### src/rtl/unified_mem_arbiter.sv
// Arbiter sharing one single-port memory between instruction fetch and data access.
// Optional ARB_PERF_CNT_EN adds saturating stall-cycle counters if_wait_cnt / dm_wait_cnt.
module unified_mem_arbiter #(
  parameter int ADDR_W     = 32,
  parameter int DATA_W     = 32,
  parameter int MEM_LAT    = 2,
  parameter int STARVE_MAX = 4
) (
  input  logic              clk,
  input  logic              reset,
  input  logic              if_req,
  input  logic [ADDR_W-1:0] if_addr,
  output logic [DATA_W-1:0] if_rdata,
  output logic              if_valid,
  input  logic              dm_req,
  input  logic              dm_we,
  input  logic [ADDR_W-1:0] dm_addr,
  input  logic [DATA_W-1:0] dm_wdata,
  output logic [DATA_W-1:0] dm_rdata,
  output logic              dm_valid,
  output logic              mem_en,
  output logic              mem_we,
  output logic [ADDR_W-1:0] mem_addr,
  output logic [DATA_W-1:0] mem_wdata,
  input  logic [DATA_W-1:0] mem_rdata,
  output logic              stall_if,
  output logic              stall_mem,
`ifdef ARB_PERF_CNT_EN
  output logic [31:0]       if_wait_cnt,
  output logic [31:0]       dm_wait_cnt,
`endif
  output logic              busy
);

  localparam logic [3:0] LAT4    = 4'(MEM_LAT);
  localparam logic [3:0] STARVE4 = 4'(STARVE_MAX);

  typedef enum logic {IDLE, BUSY} state_t;

  state_t     state;
  logic [3:0] lat_cnt;
  logic [3:0] starve_cnt;
  logic       owner_dm;
  logic       op_we;

  logic expiry, arb_ok, if_pend, dm_pend, if_wins, grant_if, grant_dm;

  // The last latency cycle doubles as the arbitration slot for the next access.
  assign expiry = (state == BUSY) && (lat_cnt == 4'd1);
  assign arb_ok = (state == IDLE) || expiry;

  // A requester completing now (or pulsing valid this cycle) is not a new request.
  assign if_pend  = if_req & ~if_valid & ~(expiry & ~owner_dm);
  assign dm_pend  = dm_req & ~dm_valid & ~(expiry & owner_dm);
  assign if_wins  = if_pend & (~dm_pend | (starve_cnt == STARVE4));
  assign grant_if = arb_ok & if_wins;
  assign grant_dm = arb_ok & dm_pend & ~if_wins;

  assign stall_if  = if_req & ~if_valid;
  assign stall_mem = dm_req & ~dm_valid;

  always_ff @(posedge clk or posedge reset) begin
    if (reset) begin
      state      <= IDLE;
      lat_cnt    <= '0;
      starve_cnt <= '0;
      owner_dm   <= 1'b0;
      op_we      <= 1'b0;
      if_rdata   <= '0;
      if_valid   <= 1'b0;
      dm_rdata   <= '0;
      dm_valid   <= 1'b0;
      mem_en     <= 1'b0;
      mem_we     <= 1'b0;
      mem_addr   <= '0;
      mem_wdata  <= '0;
      busy       <= 1'b0;
    end else begin
      mem_en   <= 1'b0;
      mem_we   <= 1'b0;
      if_valid <= 1'b0;
      dm_valid <= 1'b0;

      if (expiry) begin
        if (owner_dm) begin
          dm_valid <= 1'b1;
          if (!op_we) dm_rdata <= mem_rdata;
        end else begin
          if_valid <= 1'b1;
          if_rdata <= mem_rdata;
        end
      end

      if (grant_if || grant_dm) begin
        state     <= BUSY;
        lat_cnt   <= LAT4;
        owner_dm  <= grant_dm;
        op_we     <= grant_dm & dm_we;
        mem_en    <= 1'b1;
        mem_we    <= grant_dm & dm_we;
        mem_addr  <= grant_dm ? dm_addr : if_addr;
        mem_wdata <= grant_dm ? dm_wdata : '0;
        busy      <= 1'b1;
      end else if (expiry) begin
        state   <= IDLE;
        lat_cnt <= '0;
        busy    <= 1'b1;
      end else if (state == BUSY) begin
        lat_cnt <= lat_cnt - 4'd1;
        busy    <= 1'b1;
      end else begin
        busy <= 1'b0;
      end

      // Fetch starvation tracking: only a real loss while fetch is pending counts.
      if (grant_if) begin
        starve_cnt <= '0;
      end else if (grant_dm && if_pend && (starve_cnt != STARVE4)) begin
        starve_cnt <= starve_cnt + 4'd1;
      end
    end
  end

`ifdef ARB_PERF_CNT_EN
  always_ff @(posedge clk or posedge reset) begin
    if (reset) begin
      if_wait_cnt <= '0;
      dm_wait_cnt <= '0;
    end else begin
      if (stall_if && (if_wait_cnt != '1)) if_wait_cnt <= if_wait_cnt + 32'd1;
      if (stall_mem && (dm_wait_cnt != '1)) dm_wait_cnt <= dm_wait_cnt + 32'd1;
    end
  end
`endif

endmodule

### config.mk
export PLATFORM = sky130hd
export DESIGN_NAME = unified_mem_arbiter
export DESIGN_NICKNAME = d
export VERILOG_FILES = /design/src/rtl/unified_mem_arbiter.sv
export SDC_FILE = /design/constraint.sdc
export NUM_CORES = 1
export LEC_CHECK = 0
export BUFFER_PORTS_ARGS = -buffer_cell sky130_fd_sc_hd__clkbuf_2
export CORE_AREA = 2 2 106 148
export CTS_CLUSTER_SIZE = 40
export DETAILED_ROUTE_END_ITERATION = 10
export DIE_AREA = 0 0 108 150
export HOLD_SLACK_MARGIN = 0.08
export PLACE_DENSITY = 0.79
export REMOVE_ABC_BUFFERS = 1
export SLEW_MARGIN = 20
export SYNTH_ARGS = -nofsm -noshare
export SYNTH_HDL_FRONTEND = slang
export SYNTH_SLANG_ARGS = --single-unit
### constraint.sdc
create_clock -name clk -period 11.5 [get_ports clk]
set_input_delay 0 -clock clk [delete_from_list [all_inputs] [get_ports clk]]
set_output_delay 0 -clock clk [all_outputs]
set_load 0.01 [all_outputs]
# ---- Yosys cells after proc, flatten, opt, wreduce, memory -nomap -nowiden
# Index checks and enable logic that the tools add are counted.
# W data, S select, Z words.
dict set report word_totals {
  reg_bits 144
  latch_bits 0
  ram_bits 0
  romBits 0
  out_inout_bits 135
  elab_cells 68
  mem_count 0
}
dict set report op_classes {
  add_sub_neg 2
  multipliers 0
  div 0
  magnitude_cmp 0
  eq_ne 3
  n_shift 0
  muxes 18
  bitwise 21
  reduce_logical 10
}
# operator n
set op_table {}
lappend op_table {{$mux W32} 2}
lappend op_table {{$mux W4} 5}
lappend op_table {{$and A1 B1 Y1} 11}
lappend op_table {{$mux W1} 11}
lappend op_table {{$not A1 Y1} 9}
lappend op_table {{$add A4 B1 Y4 const B} 1}
lappend op_table {{$eq A4 B1 Y1 const B} 1}
lappend op_table {{$eq A4 B3 Y1 const B} 1}
lappend op_table {{$ne A4 B3 Y1 const B} 1}
lappend op_table {{$reduce_bool A2 Y1} 2}
lappend op_table {{$sub A4 B1 Y4 const B} 1}
lappend op_table {{$logic_and A1 B1 Y1} 3}
lappend op_table {{$reduce_and A3 Y1} 1}
lappend op_table {{$reduce_bool A3 Y1} 1}
lappend op_table {{$logic_or A1 B1 Y1} 2}
lappend op_table {{$reduce_and A2 Y1} 1}
lappend op_table {{$or A1 B1 Y1} 1}

# ---- Longest topological paths before layout
dict set report logic_depth {
  ltp_word 14
  ltp_mapped 10
}

# ---- Worst setup path after synthesis
# Ideal clock, no wire load.
dict set report synth_timing {
  kind {register to register}
  startpoint {register lat_cnt[1]}
  endpoint {register mem_wdata[10]}
  setup_ps 121
  arrival_time_ps 1817
  t_required_ps 11379
  slack_ps 9562
  path_stages_with_launch 10
  path_buffers 3
  period_less_slack_ps 1938
  path_cell_list {dfrtp_1 inv_1 ha_1 or3b_1 clkbuf_1 a21oi_1 nor2_1 buf_2 buf_2 a22o_1}
}
dict set report synth_between {
  elab_chain_cells 11
}
# item line
set synth_rtl {}
lappend synth_rtl {{start: declaration} 41} ;# logic [3:0] lat_cnt;
lappend synth_rtl {{start signal: assignment} 109} ;# lat_cnt <= lat_cnt - 4'd1;
lappend synth_rtl {{$eq A4 B1 Y1 (*)} 49} ;# assign expiry = (state == BUSY) && (lat_cnt == 4'd1);
lappend synth_rtl {{$logic_and A1 B1 Y1 (*)} 49}
lappend synth_rtl {{$and A1 B1 Y1} 54} ;# assign dm_pend = dm_req & ~dm_valid & ~(expiry & owner_dm);
lappend synth_rtl {{$not A1 Y1} 54}
lappend synth_rtl {{$and A1 B1 Y1} 54}
lappend synth_rtl {{$not A1 Y1} 55} ;# assign if_wins = if_pend & (~dm_pend | (starve_cnt == STARVE4));
lappend synth_rtl {{$or A1 B1 Y1} 55}
lappend synth_rtl {{$and A1 B1 Y1} 55}
lappend synth_rtl {{$not A1 Y1} 57} ;# assign grant_dm = arb_ok & dm_pend & ~if_wins;
lappend synth_rtl {{$and A1 B1 Y1} 57}
lappend synth_rtl {{$mux W32 / $logic_or A1 B1 Y1 (equally long branches)} {102, 94}}
lappend synth_rtl {{end signal: assignment} 102} ;# mem_wdata <= grant_dm ? dm_wdata : '0;
lappend synth_rtl {{end: declaration} 24} ;# output logic [DATA_W-1:0] mem_wdata,
# Every way passes the cells marked *; elsewhere a longest branch is shown, timed or not.
# A chain may end at the register's enable or synchronous reset.

# ---- Worst setup path in the final report
dict set report layout_timing {
  startpoint {register lat_cnt[1]}
  endpoint {register mem_addr[27]}
}
dict set report layout_between {
  elab_chain_cells 11
}
# item line
set layout_rtl {}
lappend layout_rtl {{$eq A4 B1 Y1 (*)} 49}
lappend layout_rtl {{$logic_and A1 B1 Y1 (*)} 49}
lappend layout_rtl {{$and A1 B1 Y1} 54}
lappend layout_rtl {{$not A1 Y1} 54}
lappend layout_rtl {{$and A1 B1 Y1} 54}
lappend layout_rtl {{$not A1 Y1} 55}
lappend layout_rtl {{$or A1 B1 Y1} 55}
lappend layout_rtl {{$and A1 B1 Y1} 55}
lappend layout_rtl {{$not A1 Y1} 57}
lappend layout_rtl {{$and A1 B1 Y1} 57}
lappend layout_rtl {{$mux W32 / $logic_or A1 B1 Y1 (equally long branches)} {101, 94}}
lappend layout_rtl {{end signal: assignment} 101} ;# mem_addr <= grant_dm ? dm_addr : if_addr;
lappend layout_rtl {{end: declaration} 23} ;# output logic [ADDR_W-1:0] mem_addr,
# Marked as above.

==> key figures <==
Power and ir drop
  – Power density cells: 259 nW/um^2
  – Leakage: 4.55 nW
  – Worst vdd ir: 0.139 mV

Drt
  – Number of DRC markers in iteration 0: 177
  – Detailed-route via count: 4922
  – Routed WL per cell: 16.7 um
  – Via density: 4.94
  – Antenna Nets Post-Route: 0
  – DR pass1 iterations: 4
  – Residual DRC: 0
  – Post-Route WL: 16.6 mm

Placed design
  – Dpl hpwl: 10.2 mm
  – # port buffers: 267
  – Dpl cell area: 7170 sq um
  – GPL Wtd Cong: 0.811

Finish
  – Post-Layout Inst Area: 9070 sq um
  – Fillcell total: 1160
  – Antenna cells: 0
  – Area of the multi-input gates: 1900 sq um
  – Share of cells above drive strength 1: 46.3%
  – Core Util, Final: 60.8%
  – Final Net Count: 929
  – P&R area growth vs syn: 59.5%
  – Seq. cell area: 3600 sq um

Yosys
  – Syn Std Cell Area: 5690 sq um
  – EDFF count, synth: 0
  – Synth warn: 0
  – Asr flop ratio synth: 100%
  – Main area contributors after synthesis: dfrtp_1, mux2_2, a221o_1
  – Post-synth top area cell: dfrtp_1
  – Cell variety after synth: 36
  – Syn Inst Count: 400
  – Synth Flop Type: dfrtp_1
  – Register bit total from synthesis: 144
  – Count leader, synth: dfrtp_1
  – Synth top area share: 63.4%
  – Sequential area share after synthesis: 63.4%
  – Mean Syn Cell Area: 14.2 sq um
  – Top cells by count, synth: dfrtp_1, mux2_2, a221o_1, a22o_1, and2_0

Clock tree
  – Hold buffers post-CTS: 130
  – Clock Latency Late Sink: 0.41 ns
  – H-tree levels: 4
  – Clk buf depth: 2
  – Clk sinks: 144
  – Clock transition at the registers of the reported paths: 0.07 ns
  – Setup Buffers After CTS: 0
  – Post-CTS sizing: 0
  – Clk Tree Root Cell: clkbuf_16
  – Num CTS Buffers: 17
  – TritonCTS clock tree: built

Critical path
  – Crit path max-delay family: buffers and inverters
  – FF-to-FF setup slack: 8.63 ns
  – Critical path data arrival time: 3.15 ns
  – Crit-path cells: inv_1, ha_1, or3b_1, a21oi_1, nor2_4, buf_4, a221o_1, dlygate4sd3_1
  – Worst R2R End: mem_addr[27]
  – Slowest-stage cell, CP: dlygate4sd3_1
  – CP Max Fanout: 68
  – Reg2reg start: lat_cnt[1]
  – Crit path launch type: register
  – Crit. End Element: register
  – CP peak stage delay: 0.58 ns
  – Critical path type: register to register
  – Worst endpoint required time: 11.78 ns
  – CP Buf/Inv Count: 3
  – R2R cell count: 8

Floorplanning
  – Top Ports: 268
  – Starting Density: 38.1%
  – Vert. Die Dim: 150 um
  – CORE AREA: 14900 sq um
  – Die Span X: 108 um
  – Die area: 16200 sq um
  – Num rows: 53

Worst hold path
  – Hold WC Path Type: input port to register
  – Hold path endpoint: starve_cnt[1]
  – Min-Delay Path Depth: 4
  – Hold path startpoint: if_req

GRT
  – GR Util All Layers: 20.5%
  – Total congestion overflow: 0
  – First-pass GRT wire length: 25.7 mm
  – Largest net degree at the start of global routing: 90
  – Initial antenna violation count: 0
  – Number of global-route vias before repair: 5211

STA
  – RSZ-0062 raised after global routing: no
  – Setup violators final: 0
  – Clock Skews: 0.0166 ns
  – Worst rel slew slack: 48.5%
  – Slew Viols, Final: 0
  – TNS Setup: 0 ns
  – Fmax achieved: 0.348 GHz
  – Hold Vio Cnt, Final: 0
  – Tcrit/Tclk final: 25.0%
  – Final min period: 2.87 ns
  – Tightest Pin Transition: 0.772 ns

Status
  – Status: finished, final reports clean

Run
  – Max Cap Viol: 0
per-layer routing:
| metal | vias up | track usage [%] | share of wire (%) |
|---|---|---|---|
| met3 | 56 | 4.83 | 4.6 |
| met4 | 0 | 11.1 | 4.3 |
| met5 | - | 0 | 0 |
| li1 | 2237 | - | - |
| met2 | 201 | 36.3 | 55 |
| met1 | 2428 | 22.4 | 37 |
cell families after synthesis:
family	Yosys count	synth area share, %
flops	144	63.4
fa+ha+maj	4	0.880
mux	65	12.8
simple gates	63	6.73
compound gates	83	12.7
buf+inv	41	3.43
cells in the final DEF, fill, tap and decap left out, types with 2 or more instances in the layout:
cell	instances
clkbuf_2	267
dfrtp_1	144
dlygate4sd3_1	130
mux2_2	63
a22o_1	32
a221o_1	32
and2_0	27
clkbuf_16	17
inv_1	11
nand2_1	6
and2_1	6
inv_6	5
buf_4	5
o21ai_0	4
nor2b_1	4
a21oi_1	4
ha_1	4
inv_8	4
o21a_1	3
nand3_1	3
nand2b_1	3
clkinvlp_4	3
nand3b_1	2
or3_1	2
and3_1	2
o22ai_1	2
nor2_1	2
bufinv_16	2
where the power goes:
group	switching, mW	internal, mW	total, mW
registers	0.136	0.737	0.872
clock network	0.230	0.327	0.557
logic	0.424	0.496	0.920
total	0.789	1.56	2.35
flip-flops by register name (all words and copies together) (netlist names), 4 cells and up:
| name | count |
|---|---|
| dm_rdata | 32 |
| mem_wdata | 32 |
| lat_cnt | 4 |
| starve_cnt | 4 |
| if_rdata | 32 |
| mem_addr | 32 |
stage by stage:
stage / std cells / hold WS, ns / power, mW / setup slack, ns
2_1_floorplan: 371 / 0.132 / 1.30 / 7.63
3_3_place_gp: 835 / 0.206 / 1.63 / 9.13
3_5_place_dp: 835 / 0.208 / 1.66 / 9.21
4_1_cts: 996 / 0.120 / 2.35 / 8.65
5_1_grt: 996 / 0.167 / 2.48 / 8.45
6_report: 996 / 0.148 / 2.35 / 8.63
worst reg2reg max path, cell delays in order, from the launching register on:
cell	delay, ns
dfrtp_1	0.37
inv_1	0.09
ha_1	0.19
or3b_1	0.46
a21oi_1	0.26
nor2_4	0.06
buf_4	0.34
a221o_1	0.41
dlygate4sd3_1	0.58
cell type report:
| type | count | area share [%] |
|---|---|---|
| tap | 192 | 2.65 |
| inverter | 12 | 0.552 |
| sequential | 144 | 39.7 |
| clock inverter | 14 | 1.89 |
| timing repair buffer | 402 | 29.5 |
| clock buffer | 17 | 4.69 |
| multi-input combinational | 215 | 21.0 |
worst max-delay path by stage:
| stage | startpoint | to | slack [ns] | cells after the start |
|---|---|---|---|---|
| global placement | lat_cnt[1] | mem_addr[19] | 9.13 | 6 |
| global route | lat_cnt[1] | mem_addr[27] | 8.45 | 8 |
| floorplan | reset | busy | 7.63 | 1 |
| finish | lat_cnt[1] | mem_addr[27] | 8.63 | 8 |
| detailed placement | lat_cnt[1] | mem_addr[4] | 9.21 | 7 |
| CTS | lat_cnt[1] | mem_addr[12] | 8.65 | 8 |
Note: power is estimated with default switching activity, not from simulation.
